===== config.mk =====
export PLATFORM = sky130hd
export DESIGN_NAME = invader_bomb
export DESIGN_NICKNAME = d
export VERILOG_FILES = /design/src/rtl/invader_bomb.sv
export SDC_FILE = /design/constraint.sdc
export NUM_CORES = 1
export LEC_CHECK = 0
export CAP_MARGIN = 20
export CORE_ASPECT_RATIO = 1.75
export CORE_UTILIZATION = 36
export DETAILED_ROUTE_END_ITERATION = 7
export PLACE_DENSITY = 0.7
export SLEW_MARGIN = 20
export SYNTH_ARGS = -nofsm -noshare
export SYNTH_HDL_FRONTEND = slang
export SYNTH_SLANG_ARGS = --single-unit

===== constraint.sdc =====
create_clock -name clk -period 6.43 [get_ports clk]
set_input_delay 0.9645 -clock clk [delete_from_list [all_inputs] [get_ports clk]]
set_output_delay 0.9645 -clock clk [all_outputs]
set_load 0.02 [all_outputs]

===== src/rtl/invader_bomb.sv =====
// invader_bomb: fire timer, shooter request handshake and per-slot bomb
// movement for the invaders' downward projectiles.
module invader_bomb #(
  parameter int NUM_BOMBS           = 3,
  parameter int NUM_COLS            = 11,
  parameter int BOMB_STEP           = 4,
  parameter int SCREEN_BOTTOM       = 480,
  parameter int FIRE_INTERVAL       = 32,
  parameter int SPRITE_WIDTH_SCALED = 32,
  parameter int SPRITE_HEIGHT_SCALED = 32
) (
  input  logic                     clk,
  input  logic                     rst_n,
  input  logic                     frame,
  input  logic                     fire_en,
  output logic                     fire_req,
  output logic [3:0]               col_sel,
  input  logic                     shooter_valid,
  input  logic                     shooter_none,
  input  logic [9:0]               shooter_x,
  input  logic [9:0]               shooter_y,
  input  logic [NUM_BOMBS-1:0]     bomb_hit,
  output logic [NUM_BOMBS-1:0]     bomb_active,
  output logic [10*NUM_BOMBS-1:0]  bomb_x,
  output logic [10*NUM_BOMBS-1:0]  bomb_y
);

  localparam int CNT_W = $clog2(FIRE_INTERVAL);
  localparam logic [CNT_W-1:0] CNT_MAX = CNT_W'(FIRE_INTERVAL - 1);

  typedef enum logic {IDLE, REQ} state_t;

  state_t               state_q, state_d;
  logic [CNT_W-1:0]     cnt_q, cnt_d;
  logic [7:0]           lfsr_q;
  logic                 lfsr_fb;
  logic                 fire_req_d;
  logic [3:0]           col_sel_d;
  logic                 spawn;
  logic [NUM_BOMBS-1:0] first_free;
  logic                 slot_found;
  logic [10:0]          y_sum [NUM_BOMBS];
  logic [NUM_BOMBS-1:0] y_off;

  assign lfsr_fb = lfsr_q[7] ^ lfsr_q[5] ^ lfsr_q[4] ^ lfsr_q[3];

  // Lowest-index slot that is free at the start of this cycle (one-hot).
  always_comb begin
    first_free = '0;
    slot_found = 1'b0;
    for (int i = 0; i < NUM_BOMBS; i++) begin
      if (!slot_found && !bomb_active[i]) begin
        first_free[i] = 1'b1;
        slot_found    = 1'b1;
      end
    end
  end

  // Next y per slot, widened by one bit so the off-screen test cannot wrap.
  always_comb begin
    for (int i = 0; i < NUM_BOMBS; i++) begin
      y_sum[i] = {1'b0, bomb_y[10*i +: 10]} + 11'(BOMB_STEP);
      y_off[i] = (y_sum[i] >= 11'(SCREEN_BOTTOM));
    end
  end

  // Fire-timer FSM: counts frames in IDLE, then holds a request until the grid replies.
  always_comb begin
    state_d    = state_q;
    cnt_d      = cnt_q;
    fire_req_d = fire_req;
    col_sel_d  = col_sel;
    spawn      = 1'b0;
    case (state_q)
      IDLE: begin
        if (!fire_en) begin
          cnt_d = '0;
        end else if (cnt_q == CNT_MAX && slot_found) begin
          state_d    = REQ;
          cnt_d      = '0;
          fire_req_d = 1'b1;
          col_sel_d  = 4'(lfsr_q % 8'(NUM_COLS));
        end else if (frame && cnt_q != CNT_MAX) begin
          cnt_d = cnt_q + 1'b1;
        end
      end
      REQ: begin
        if (!fire_en) begin
          state_d    = IDLE;
          cnt_d      = '0;
          fire_req_d = 1'b0;
        end else if (shooter_valid) begin
          state_d    = IDLE;
          fire_req_d = 1'b0;
          spawn      = slot_found;
        end else if (shooter_none) begin
          state_d    = IDLE;
          fire_req_d = 1'b0;
        end
      end
      default: begin
        state_d    = IDLE;
        fire_req_d = 1'b0;
      end
    endcase
  end

  // Control registers: FSM state, frame counter, free-running LFSR and request outputs.
  always_ff @(posedge clk) begin
    if (!rst_n) begin
      state_q  <= IDLE;
      cnt_q    <= '0;
      lfsr_q   <= 8'hA5;
      fire_req <= 1'b0;
      col_sel  <= '0;
    end else begin
      state_q  <= state_d;
      cnt_q    <= cnt_d;
      lfsr_q   <= {lfsr_q[6:0], lfsr_fb};
      fire_req <= fire_req_d;
      col_sel  <= col_sel_d;
    end
  end

  // Bomb slots: spawn on grant, retire on hit or screen exit, otherwise fall each frame.
  always_ff @(posedge clk) begin
    if (!rst_n) begin
      bomb_active <= '0;
      bomb_x      <= '0;
      bomb_y      <= '0;
    end else begin
      for (int i = 0; i < NUM_BOMBS; i++) begin
        if (spawn && first_free[i]) begin
          bomb_active[i]      <= 1'b1;
          bomb_x[10*i +: 10]  <= shooter_x + 10'(SPRITE_WIDTH_SCALED / 2);
          bomb_y[10*i +: 10]  <= shooter_y + 10'(SPRITE_HEIGHT_SCALED);
        end else if (bomb_active[i]) begin
          if (bomb_hit[i]) begin
            bomb_active[i] <= 1'b0;
          end else if (frame) begin
            if (y_off[i]) begin
              bomb_active[i] <= 1'b0;
            end else begin
              bomb_y[10*i +: 10] <= y_sum[i][9:0];
            end
          end
        end
      end
    end
  end

endmodule


==> results of run 1 <==
## tightest hold or removal path: stages, from the launching register on
cell and delay, ps:
sky130_fd_sc_hd__dfxtp_1 310, sky130_fd_sc_hd__nand2_1 40, sky130_fd_sc_hd__a21boi_0 70
## how the worst max path moves through the flow
stage                    from          to  slack, ps
global placement    lfsr_q[5]  col_sel[1]       2660
CTS                 lfsr_q[5]  col_sel[1]       2460
detailed placement  lfsr_q[5]  col_sel[1]       2470
global route        lfsr_q[5]  col_sel[1]       2140
finish              lfsr_q[5]  col_sel[1]       2390
floorplan           lfsr_q[2]  col_sel[1]       3350
## sequential cells by signal, summed over array words and instances, names as in the netlist
| signal | count |
|---|---|
| bomb_y | 30 |
| fire_req | 1 |
| state_q | 1 |
| bomb_active | 3 |
| col_sel | 4 |
| bomb_x | 30 |
| lfsr_q | 8 |
| cnt_q | 5 |
## where the power goes
part	internal (mW)	switching (mW)	total, mW
sequential	0.512	0.0192	0.532
clock	0.349	0.230	0.579
combinational	0.0746	0.0844	0.159
## final cells by class
cell class	instances	area, um2
clock buffers	9	225.2
inverters	12	45.04
clock inverters	7	106.4
well taps	171	214.0
fillers	1238	6788
multi-input cells	435	2855
flip-flops and latches	82	1642
repair buffers	100	993.5
## cells in the mapped netlist (4+ instances only)
| master | n |
|---|---|
| sky130_fd_sc_hd__o21ai_0 | 8 |
| sky130_fd_sc_hd__o211ai_1 | 4 |
| sky130_fd_sc_hd__xnor2_1 | 16 |
| sky130_fd_sc_hd__a21oi_1 | 22 |
| sky130_fd_sc_hd__nor2_1 | 20 |
| sky130_fd_sc_hd__clkbuf_1 | 25 |
| sky130_fd_sc_hd__nand4_1 | 6 |
| sky130_fd_sc_hd__nand2b_1 | 12 |
| sky130_fd_sc_hd__nand4b_1 | 5 |
| sky130_fd_sc_hd__inv_1 | 12 |
| sky130_fd_sc_hd__o211a_1 | 33 |
| sky130_fd_sc_hd__nor2b_1 | 7 |
| sky130_fd_sc_hd__ha_1 | 12 |
| sky130_fd_sc_hd__nand3_1 | 22 |
| sky130_fd_sc_hd__dfxtp_1 | 82 |
| sky130_fd_sc_hd__buf_6 | 4 |
| sky130_fd_sc_hd__nand2_1 | 113 |
| sky130_fd_sc_hd__and2_1 | 7 |
| sky130_fd_sc_hd__mux2i_1 | 7 |
| sky130_fd_sc_hd__xor2_1 | 14 |
| sky130_fd_sc_hd__a31oi_1 | 6 |
| sky130_fd_sc_hd__nor3_1 | 7 |
| sky130_fd_sc_hd__and3_1 | 10 |
| sky130_fd_sc_hd__o31ai_1 | 6 |
| sky130_fd_sc_hd__a21boi_0 | 28 |
| sky130_fd_sc_hd__o21a_1 | 4 |
| sky130_fd_sc_hd__buf_4 | 6 |
## cells by family after synthesis
family | after synthesis
and+or+nand+nor | 234
buffers and inverters | 51
adders and majority gates | 13
muxes | 8
DFF | 82
AOI/OAI and AO/OA | 150
xor gates and xnor gates | 30
## per-layer routing
layer,track usage,part of all wire,vias up
met5,0,0,-
met4,0.1344,0.059,0
met3,0.02684,0.040,50
met2,0.3410,0.53,160
met1,0.2149,0.37,2186
li1,-,-,2161
## layout by cell type, fill, tap and decap left out, types with 5 or more instances in the layout
| cell type | netlist | layout |
|---|---|---|
| sky130_fd_sc_hd__nand2_1 | 113 | 113 |
| sky130_fd_sc_hd__clkdlybuf4s50_1 | 0 | 95 |
| sky130_fd_sc_hd__dfxtp_1 | 82 | 82 |
| sky130_fd_sc_hd__o211a_1 | 33 | 33 |
| sky130_fd_sc_hd__a21boi_0 | 28 | 28 |
| sky130_fd_sc_hd__a21oi_1 | 22 | 22 |
| sky130_fd_sc_hd__nand3_1 | 22 | 22 |
| sky130_fd_sc_hd__nor2_1 | 20 | 19 |
| sky130_fd_sc_hd__xnor2_1 | 16 | 16 |
| sky130_fd_sc_hd__xor2_1 | 14 | 14 |
| sky130_fd_sc_hd__nand2b_1 | 12 | 12 |
| sky130_fd_sc_hd__inv_1 | 12 | 12 |
| sky130_fd_sc_hd__ha_1 | 12 | 12 |
| sky130_fd_sc_hd__and3_1 | 10 | 10 |
| sky130_fd_sc_hd__clkbuf_16 | 0 | 9 |
| sky130_fd_sc_hd__o21ai_0 | 8 | 8 |
| sky130_fd_sc_hd__nor2b_1 | 7 | 7 |
| sky130_fd_sc_hd__mux2i_1 | 7 | 7 |
| sky130_fd_sc_hd__and2_1 | 7 | 7 |
| sky130_fd_sc_hd__a31oi_1 | 6 | 6 |
| sky130_fd_sc_hd__nor3_1 | 7 | 6 |
| sky130_fd_sc_hd__o31ai_1 | 6 | 6 |
| sky130_fd_sc_hd__nand4_1 | 6 | 6 |
| sky130_fd_sc_hd__nand4b_1 | 5 | 5 |
## per-stage QoR
step                      std cells  total power, mW  area [um2]
after floorplan                 568           0.6554        4731
after global routing            816            1.318        6081
after global placement          799           0.6943        5734
after detailed placement        799           0.7000        5734
final                           816            1.269        6081
after CTS                       815            1.280        6066
==> impl_summary.md, run 1 <==
CTS
The post-CTS resize count is 0. Counting along the longest clock path gives a buffer depth of 2. In this run, CTS created clock tree buffers numbering 9.

The root buffer cell chosen for the clock tree is sky130_fd_sc_hd__clkbuf_16. The CTS tree is yes. The quantity of hold-fixing buffers added after cts is 0. The clock tree synthesis step divided the H-tree into 3 levels.

At the later pin of the worst-skew pair, clock insertion delay measures 350 ps. The number of buffers added for setup after CTS is 0. Clock-pin slew was measured on the worst setup and hold paths at 70 ps. The number of sinks driven by the clock tree is 82.

Logic synthesis
The synthesized area per cell is 8.329 um2. Of the total synthesized cell area, the portion taken by XOR and XNOR cells is 0.05554. The cell area after synthesis is 4731 um2. The number of enable flip-flop cells after synthesis is 0. The simple-gate portion of the synthesized area is 0.2436.

The portion of the post-synthesis area used by sequential elements is 0.3470. The biggest area consumer among synthesized cells is sky130_fd_sc_hd__dfxtp_1. Ranked by total cell area, the synthesized netlist is headed by sky130_fd_sc_hd__dfxtp_1 35%, sky130_fd_sc_hd__nand2_1 9.0%, sky130_fd_sc_hd__o211a_1 7.0%, sky130_fd_sc_hd__a21boi_0 4.4%, sky130_fd_sc_hd__ha_1 3.2%. The share of synthesized area in the top cell type comes to 0.3470. The portion of synthesized area spent on multiplexers is 0.01719.

The combinational family with the most area after synthesis is compound AO/OA/AOI/OAI gates. In the synthesized netlist the async set-or-reset flop fraction comes to 0. For this run, the number of Yosys warnings is 0. After synthesis the netlist holds a flip-flop and latch count of 82. The most used flip-flop cell after synthesis is sky130_fd_sc_hd__dfxtp_1.

Of the total synthesized cell area, the portion taken by full adders, half adders and majority gates is 0.03412. Synthesis handed over a netlist of 568 instances. The number of nets in the synthesized netlist is 609.

The area fraction in compound gates after synthesis was 0.2505. The number of library cell types mapped by synthesis is 72.

Die
The area of the die is 13,620 um2. The initial utilization of the core area, before any placement, comes to 0.3676. The floorplan has 55 rows. The die is 88.66 um wide. The number of top-level design ports is 97. The die is 153.6 um tall. The placeable core area is 12,870 um2.

Setup path
Setup slack on the worst reg-to-reg path comes out at 2390 ps. The required time reported for the critical path endpoint is 6710 ps. In this run the number of cells on the critical path is 15. The endpoint of the worst-slack reg-to-reg timing path is col_sel[1]. The largest individual stage delay along the critical path comes from the cell sky130_fd_sc_hd__dfxtp_1.

The number of cells on the worst reg-to-reg path is 15. STA classifies the critical path endpoint as a flip-flop. Along the worst path, the maximum fanout reaches 27. Traced cell by cell, the critical path runs through inv_1 -> a21oi_1 -> a221oi_1 -> a211oi_2 -> inv_1 -> ha_1 -> a21oi_1 -> nand3_1 -> a21oi_1 -> mux2i_1 -> ha_1 -> a21oi_1 -> o21ai_2 -> mux2i_1 -> o21bai_1.

The worst setup path is launched from a flip-flop. The category of cells accounting for the largest share of critical-path delay is compound AO/OA/AOI/OAI gates. The type of the setup path with the least slack is flip-flop to flip-flop. The buffer and inverter count on the worst path is 2.

At the worst endpoint, the arrival time is 4320 ps. The largest single stage delay on the critical path is 920 ps. The source of the worst register-to-register timing path is lfsr_q[5]. The cell that appears most often on the critical path is sky130_fd_sc_hd__a21oi_1.

STA
For the final routed database, the setup TNS stands at 0 ps. The fmax is 0.2475 GHz. Subtracting the final worst setup slack from the clock period gives 4041 ps.

The number of hold-slack violations in the final timing report is 0. The number of max-slew violations in the final report is 0. For the pin with the worst max-slew slack, the measured transition is 906.6 ps. Dividing the final minimum period by the clock period gives 0.6285.

In this run the tightest slew margin relative to its limit is 0.3948. Final hold analysis gives a worst-case slack of 469.5 ps. The clock arrives with 8.930 ps of skew.

Setup repair after global routing left no endpoint under its margin. Setup violations remaining at the end of the flow were counted as 0. The smallest setup slack after layout is 2389 ps.

Route
The final routed DRC violation total is 0. Across all layers, the routed design uses 4,557 vias. The routed wirelength normalized by instance count is 16.05 um. The vias per cell is 5.585.

After the first detailed-routing iteration, the DRC count stood at 191. The count of nets left with antenna violations once routing finished came out at 0. Wires add up to 13.09 mm. The pre-antenna-repair detailed-routing pass consisted of 4 iterations.

Finish
The area growth from synthesis to layout is 28.54%. For this run, the post-layout net count is 681. The ratio of cells with drive above 1 in the final layout is 0.06667. Measured on the finished design, the core utilization comes to 0.4725. The repair_antennas step left the layout with diodes totalling 0.

Outcome
The run finished with clean final reports.

Hold path
The worst min-delay path class is flip-flop to flip-flop. The launch instance of the worst min-delay path is bomb_x[15]. The worst hold path endpoint is bomb_x[15]. The number of stages on the worst hold path is 2.

Flow run
The number of max-cap violations is 0.

Pwr
The leakage power summed over all cells is 2.507 nW. In this run the power density over the cells is 208.7 nW/um2. The worst-case IR drop observed on VDD is 0.0001413 V.

Placed design
The HPWL reported at the end of detailed placement is 9.670 mm. The number of input and output port buffers inserted is 96. Prior to clock tree synthesis, the placed netlist has a worst setup slack of 2472 ps. Routability-driven placement finished with a final weighted congestion of 0.8327.

Global route
Entering global routing, the biggest net connects 83 pins. For this run the aggregate overflow at the end of global routing stands at 0. The via count of the first global-routing pass is 4,363. The first global-routing pass estimated 21.00 mm of wire. For this run, the total global-route usage over all layers was measured as 0.1968. The number of antenna violations at the first check in global routing is 0.
No activity file was read; power rests on OpenSTA's default activity.
==> inputs of run 2 (changes only) <==
==> constraint.sdc (replaced) <==
create_clock -name clk -period 3.8 [get_ports clk]
set_input_delay 0.57 -clock clk [delete_from_list [all_inputs] [get_ports clk]]
set_output_delay 0.57 -clock clk [all_outputs]
set_load 0.02 [all_outputs]
==> run 2 against run 1 <==
Compared with the run above: critical path depth stayed put; power is 58% higher; cell count is 0.74% higher; register-to-register slack worse by 2000 ps; via count is 0.66% lower; clock skew is 2.8 ps lower.
==> impl_summary.md, run 2 (synthesis gave the netlist of run 1 again) <==
STA
The final cycle utilization of the critical path is 0.9028 (+0.2743). The fmax is 0.2915 GHz (+18%). The smallest setup slack after layout is 369.3 ps (-2020 ps).

The number of max-slew violations in the final report came to 0 (unchanged). The number of hold-slack violations in the final timing report came to 0 (unchanged). The actual transition at the worst max-transition pin was 604.3 ps (-302.3 ps). The setup TNS is 0 ps (unchanged). The setup violation total in the final timing report is 0 (unchanged).

The minimum clock period after layout is 3431 ps (-610.4 ps). The headroom to the max-slew limit is 0.5972 (+0.2024). Setup repair after global routing left no endpoint under its margin. The worst setup skew after layout is 6.084 ps (-2.846 ps).

Finish
The number of inserted filler cells in the final layout is 1,243 (+0.40%). The post-layout instance area is 6067 um2 (-0.23%). The largest registers in the layout are bomb_x (30), bomb_y (30), lfsr_q (8). The library cells used most frequently in the layout, excluding fill and tap cells, are 113 x sky130_fd_sc_hd__nand2_1, 95 x sky130_fd_sc_hd__clkdlybuf4s50_1, 81 x sky130_fd_sc_hd__dfxtp_1. The ratio of cells with drive above 1 in the final layout is 0.07527 (+0.008602). The leading cell type in the layout, fill and taps excluded is sky130_fd_sc_hd__nand2_1. The final cell count without fillers is 822 (+0.74%). The number of antenna diodes is 0 (unchanged). The layout overhead on the synthesized area is 28.25%. The final-stage net count came to 687 (+0.88%).

Route
The final antenna-violating net count is 0 (unchanged). The vias per cell is 5.507 (-1.4%). The routed wirelength normalized by instance count is 16.56 um (+3.2%). The number of DRC markers after the initial detailed-route iteration is 199 (+4.2%). The final wirelength is 13.62 mm (+4.0%). The total via count in the routed design was 4,527 (-0.66%).

The number of optimization iterations in the first detailed-route pass is 6 (+2). The final routed DRC violation total is 0 (unchanged).

Setup path
The type of the setup path with the least slack is flip-flop to flip-flop. The cell repeated most along the worst path is sky130_fd_sc_hd__a21oi_1. The maximum fanout along the worst path is 14 (-48%). The largest stage delay on the critical path is 620 ps (-300 ps). Grouping stages by cell kind, the critical path spends the most delay in compound AO/OA/AOI/OAI gates.

On the critical path, the stage with the largest delay is an instance of sky130_fd_sc_hd__dfxtp_1. The critical path launch point type is a flip-flop. The required time reported for the critical path endpoint is 4060 ps (-2650 ps). STA classifies the critical path endpoint as a flip-flop. The worst endpoint data arrival time came to 3690 ps (-630 ps). Walking the worst path, the cells encountered are inv_1 -> a31oi_1 -> o22ai_1 -> a211oi_2 -> inv_1 -> ha_1 -> a21oi_1 -> nand3_1 -> a21oi_1 -> mux2i_1 -> ha_1 -> a21oi_1 -> o21ai_2 -> mux2i_1 -> o21bai_1.

The buffer and inverter count on the worst path is 2 (unchanged).

CTS
The number of sinks driven by the clock tree is 82 (unchanged). The clock latency on the worst-skew pair is 330 ps (-20 ps). The CTS tree is yes. The H-tree depth is 3 (unchanged). The number of buffers created by CTS is 9 (unchanged). The clock-pin slew on the worst setup and hold paths is 60 ps (about the same). CTS placed an instance of sky130_fd_sc_hd__clkbuf_16 at the clock tree root.

The quantity of hold-fixing buffers added after cts is 0 (unchanged). The maximum buffer depth of the clock tree is 2 (unchanged).

Pwr
The leakage power summed over all cells is 2.500 nW (-0.26%). The power consumption was 2.010 mW (+58%). The worst vdd rail ir drop is 0.0001992 V (+41%). The total power density per cell area is 331.3 nW/um2 (+59%).

Global route
The via count of the first global-routing pass was 4,569 (+4.7%). The number of antenna violations at the first check in global routing is 0 (unchanged). The pin count of the biggest net entering global routing is 48 (-42%). The first-pass GRT wire length was 21.98 mm (+4.7%).

The total grt overflow came to 0 (unchanged). The global-route total usage across every layer is 0.2066 (+0.009751).

Placed design
The final weighted congestion in routability-driven placement was 0.8451 (+1.5%). The HPWL reported at the end of detailed placement is 10.16 mm (+5.1%). The post-placement cell count is 806 (+0.88%). The placement-stage cell area came to 5787 um2 (+0.92%). The worst setup timing slack at the placement stage is 398.2 ps (-2074 ps). The number of input and output port buffers inserted was 96 (unchanged).

Flow run
The number of max-cap violations came to 0 (unchanged).

Die
The starting density of the core is 0.3676 (unchanged). The x dimension of the die is 88.66 um (unchanged). The number of top-level design ports came to 97 (unchanged). The site row count is 55 (unchanged). The placeable core area is 12,870 um2 (unchanged). The height of the die is 153.6 um (unchanged). The area of the die is 13,620 um2 (unchanged).

Outcome
The flow ran to the end, and the final reports show no timing, DRC or antenna violations.

Hold path
In this run the worst hold path is classified as flip-flop to flip-flop.
==> run 2: changes by cell type in the layout (fill, tap and decap cells not counted), moves of 2 or more <==
cell	previous run	this run
sky130_fd_sc_hd__buf_4	3	10
sky130_fd_sc_hd__bufinv_16	2	0
sky130_fd_sc_hd__clkinv_4	0	2
sky130_fd_sc_hd__clkinvlp_4	0	2
sky130_fd_sc_hd__inv_6	4	2
==> run 2: final cells by class <==
class	instances	area, um2	share of cell area
clock buffer	10	229.0	0.03774
clock inverter	6	50.05	0.008249
inverter	12	45.04	0.007424
multi-input combinational	435	2855	0.4706
sequential	82	1643	0.2708
tap	171	214.0	0.03526
timing repair buffer	106	1031	0.1699
==> run 2: power breakdown <==
| group | switching [mW] | internal [mW] |
|---|---|---|
| Clock | 0.376 | 0.450 |
| Combinational | 0.162 | 0.133 |
| Sequential | 0.0228 | 0.867 |
==> run 2: final timing paths <==
path                   start    endpoint  slack [ps]  depth (start not counted)
setup / recovery   lfsr_q[2]  col_sel[1]         370                         15
hold / removal    col_sel[1]  col_sel[1]         470                          2
setup reg to reg   lfsr_q[2]  col_sel[1]         370                         15
hold reg to reg   col_sel[1]  col_sel[1]         470                          2
==> run 2: layer usage <==
metal  routed length [um]  up-vias  GRT usage  share of wire
met5                    0        -          0              0
met1                 5124     2160     0.2233           0.38
met4                  618        0     0.1275          0.045
li1                     -     2175          -              -
met3                  502       42    0.02738          0.037
met2                 7369      150     0.3674           0.54
==> run 2: per-stage QoR <==
stage	hold WS [ps]	utilization
after floorplan	471.6	-
after global placement	451.1	0.4497
after detailed placement	462.2	0.4497
after CTS	472.0	0.4714
after global routing	491.2	0.4715
final	467.3	0.4715
==> run 2: worst reg2reg max path, delay by kind of cell (launching register included) <==
kind,cells,cell delay [ps]
compound gates,8,1420
flops,1,620
mux,2,490
fa+ha+maj,2,460
buf+inv,2,240
simple gates,1,160
==> run 2: repair_timing <==
| item | 4_1_cts | 5_1_grt |
|---|---|---|
| setup endpoints to repair | 0 | 1 |
| hold endpoints to repair | 0 | 0 |
| gates resized for setup | 0 | 1 |
| setup buffers | 0 | 0 |
==> inputs of run 3 (changes only) <==
--- a/config.mk
+++ b/config.mk
@@ -5,10 +5,11 @@
 export SDC_FILE = /design/constraint.sdc
 export NUM_CORES = 1
 export LEC_CHECK = 0
-export CAP_MARGIN = 20
+export CAP_MARGIN = 40
 export CORE_ASPECT_RATIO = 1.75
 export CORE_UTILIZATION = 36
 export DETAILED_ROUTE_END_ITERATION = 7
+export MAX_ROUTING_LAYER = met4
 export PLACE_DENSITY = 0.7
 export SLEW_MARGIN = 20
 export SYNTH_ARGS = -nofsm -noshare
==> run 3 against run 2 <==
Compared with the run above: combinational power decreased by 3%; critical path depth stayed put; fmax increased by 1.4%; utilization increased by 0.11 points; clock skew barely moved; critical endpoint unchanged; largest power group unchanged; highest routed layer unchanged.
==> impl_summary.md, run 3 (synthesis gave the netlist of run 1 again) <==
Pwr
The total power density per cell area came to 341.0 nW/um2 (+2.9%). The worst vdd rail ir drop is 0.0002205 V (+11%). The internal power contribution was 1.529 mW (+5.5%). The sequential share of power is 0.431 (-0.012). The power spent charging and discharging nets is 544.2 uW (-2.8%). The switching power share of the total was 0.2625 (-0.01621). The clock share of power is 0.431 (+0.020).

The leakage power summed over all cells is 2.503 nW (+0.12%). The part of the total power dissipated in combinational logic is 0.138 (-0.008).

Finish
The final cell count without fillers is 820 (-0.24%). The post-layout instance area is 6081 um2 (+0.23%). In the layout the commonest cells are 113 x sky130_fd_sc_hd__nand2_1, 95 x sky130_fd_sc_hd__clkdlybuf4s50_1, 79 x sky130_fd_sc_hd__dfxtp_1. The ratio of cells with drive above 1 in the final layout is 0.07550 (+0.0002320). The final-stage net count is 685 (-0.29%). Leaving out fill and tap cells, the most frequent cell in the layout is sky130_fd_sc_hd__nand2_1. The largest registers in the layout are bomb_x (30), bomb_y (30), lfsr_q (8). Compared with the post-synthesis result, the final layout area differs by 28.54%.

The number of inserted filler cells in the final layout came to 1,256 (+1.0%). The core occupancy in the finished layout is 0.4725 (+0.001070). The number of antenna diodes is 0 (unchanged).

CTS
The number of buffers created by CTS is 9 (unchanged). The H-tree depth is 3 (unchanged). The number of sinks driven by the clock tree is 82 (unchanged). The number of buffers added for setup after CTS came to 0 (unchanged).

TritonCTS built the clock tree. The clock-pin slew on the worst setup and hold paths was 60 ps (about the same). The clock latency on the worst-skew pair is 340 ps (about the same). The maximum buffer depth of the clock tree was 2 (unchanged). The CTS root buffer is sky130_fd_sc_hd__clkbuf_16.

Outcome
The run finished with clean final reports.

STA
The worst setup skew after layout came to 6.192 ps (+0.1087 ps). The final cycle utilization of the critical path is 0.8907 (-0.01215). The setup TNS is 0 ps (unchanged). The minimum clock period after layout is 3385 ps (-46.16 ps). The number of hold-slack violations in the final timing report came to 0 (unchanged). The number of max-slew violations in the final report is 0 (unchanged). The setup violation total in the final timing report came to 0 (unchanged).

The actual transition at the worst max-transition pin is 589.3 ps (-14.99 ps). The fmax is 0.2955 GHz (+1.4%). Setup repair after global routing left no endpoint under its margin. The headroom to the max-slew limit was 0.6072 (+0.009996).

Placed design
The final weighted congestion in routability-driven placement is 0.9008 (+6.6%). The placement-stage cell area is 5772 um2 (-0.26%). The HPWL reported at the end of detailed placement is 10.04 mm (-1.2%).

The post-placement cell count is 804 (-0.25%). The number of input and output port buffers inserted is 96 (unchanged).

Hold path
The number of stages on the worst hold path is 2 (unchanged). The min-delay analysis places its worst path in the category flip-flop to flip-flop.

Setup path
The nature of the critical path endpoint is a flip-flop. The worst endpoint data arrival time came to 3650 ps (-40 ps). Traced cell by cell, the critical path runs through nand2b_1 -> o32a_1 -> o22ai_1 -> a211oi_2 -> inv_1 -> ha_1 -> a21oi_1 -> nand3_1 -> a21oi_1 -> mux2i_1 -> ha_1 -> a21oi_1 -> o21ai_2 -> mux2i_1 -> o21bai_1. The type of the setup path with the least slack is flip-flop to flip-flop. The critical path launch point type is a flip-flop. The number of cells on the worst reg-to-reg path was 15 (unchanged). The required time reported for the critical path endpoint is 4070 ps (about the same). The maximum fanout along the worst path is 16 (+2).

The buffer and inverter count on the worst path is 1 (-1). The slowest stage of the critical path is the sky130_fd_sc_hd__dfxtp_1 cell. Among the stages of the critical path, the cell type that occurs most often is sky130_fd_sc_hd__a21oi_1. The largest stage delay on the critical path was 660 ps (+40 ps).

The logic depth of the worst setup path including buffers came to 15 (unchanged). The category of cells accounting for the largest share of critical-path delay is compound AO/OA/AOI/OAI gates.

Global route
The total grt overflow is 0 (unchanged). The number of antenna violations at the first check in global routing was 0 (unchanged). The first-pass GRT wire length was 21.68 mm (-1.4%).

The global-route total usage across every layer came to 0.2099 (+0.003295). The pin count of the biggest net entering global routing is 48 (unchanged). The via count of the first global-routing pass is 4,374 (-4.3%).

Die
The site row count came to 55 (unchanged). The starting density of the core is 0.3676 (unchanged). The height of the die was 153.6 um (unchanged). The x dimension of the die is 88.66 um (unchanged).

The placeable core area is 12,870 um2 (unchanged). The number of top-level design ports came to 97 (unchanged). The area of the die is 13,620 um2 (unchanged).

Route
The vias per cell was 5.402 (-1.9%). The final wirelength came to 13.41 mm (-1.5%). The number of DRC markers after the initial detailed-route iteration is 225 (+13%). The total via count in the routed design came to 4,430 (-2.1%). The final routed DRC violation total was 0 (unchanged).

The final antenna-violating net count came to 0 (unchanged). The routed wirelength normalized by instance count is 16.36 um (-1.2%). The number of optimization iterations in the first detailed-route pass was 7 (+1).

Flow run
The number of max-cap violations is 0 (unchanged).
[run 3: timing repair]
item	4_1_cts	5_1_grt
hold buffers	0	0
gates resized for setup	0	3
setup endpoints to repair	0	3
[run 3: cell type report]
class                           instances  area [um2]  share of cell area
Clock inverter                          5       62.56             0.01029
Clock buffer                           11       242.7             0.03992
Multi-Input combinational cell        435        2855              0.4695
Tap cell                              171       214.0             0.03519
Inverter                               12       45.04            0.007407
Timing Repair Buffer                  104        1016              0.1671
Sequential cell                        82        1645              0.2706
[run 3: power by group through the flow]
stage	combinational (mW)	sequential (mW)	clock (mW)
4_1_cts	0.286	0.893	0.905
6_report	0.286	0.894	0.894
3_5_place_dp	0.285	0.912	0
5_1_grt	0.312	0.896	0.945
2_1_floorplan	0.215	0.894	0
3_3_place_gp	0.277	0.911	0
[run 3: worst paths after layout]
kind | slack (ps) | from | endpoint
max | 420 | lfsr_q[6] | col_sel[1]
min | 460 | col_sel[1] | col_sel[1]
max reg2reg | 420 | lfsr_q[6] | col_sel[1]
min reg2reg | 460 | col_sel[1] | col_sel[1]
[run 3: metal layers]
metal,GRT usage,vias to the layer above,share of wire
met2,0.3766,111,0.55
li1,-,2173,-
met4,0.1129,0,0.047
met5,-,-,0
met1,0.2166,2112,0.38
met3,0.02254,34,0.025
[run 3: stage by stage]
step / hold WS (ps) / setup slack, ps / power [mW]
after CTS: 462.3 / 235.6 / 2.084
final: 456.0 / 415.5 / 2.074
after global placement: 453.5 / 439.8 / 1.188
after global routing: 478.5 / 58.02 / 2.153
after floorplan: 471.6 / 720.7 / 1.109
after detailed placement: 453.2 / 260.3 / 1.197
[run 3: worst reg2reg max path, stage by stage (launching register included)]
cell                       delay, ps
sky130_fd_sc_hd__dfxtp_1         660
sky130_fd_sc_hd__nand2b_1        230
sky130_fd_sc_hd__o32a_1          160
sky130_fd_sc_hd__o22ai_1          90
sky130_fd_sc_hd__a211oi_2        190
sky130_fd_sc_hd__inv_1            70
sky130_fd_sc_hd__ha_1            200
sky130_fd_sc_hd__a21oi_1         170
sky130_fd_sc_hd__nand3_1         160
sky130_fd_sc_hd__a21oi_1         310
sky130_fd_sc_hd__mux2i_1         300
sky130_fd_sc_hd__ha_1            230
sky130_fd_sc_hd__a21oi_1          80
sky130_fd_sc_hd__o21ai_2         190
sky130_fd_sc_hd__mux2i_1         200
sky130_fd_sc_hd__o21bai_1        110
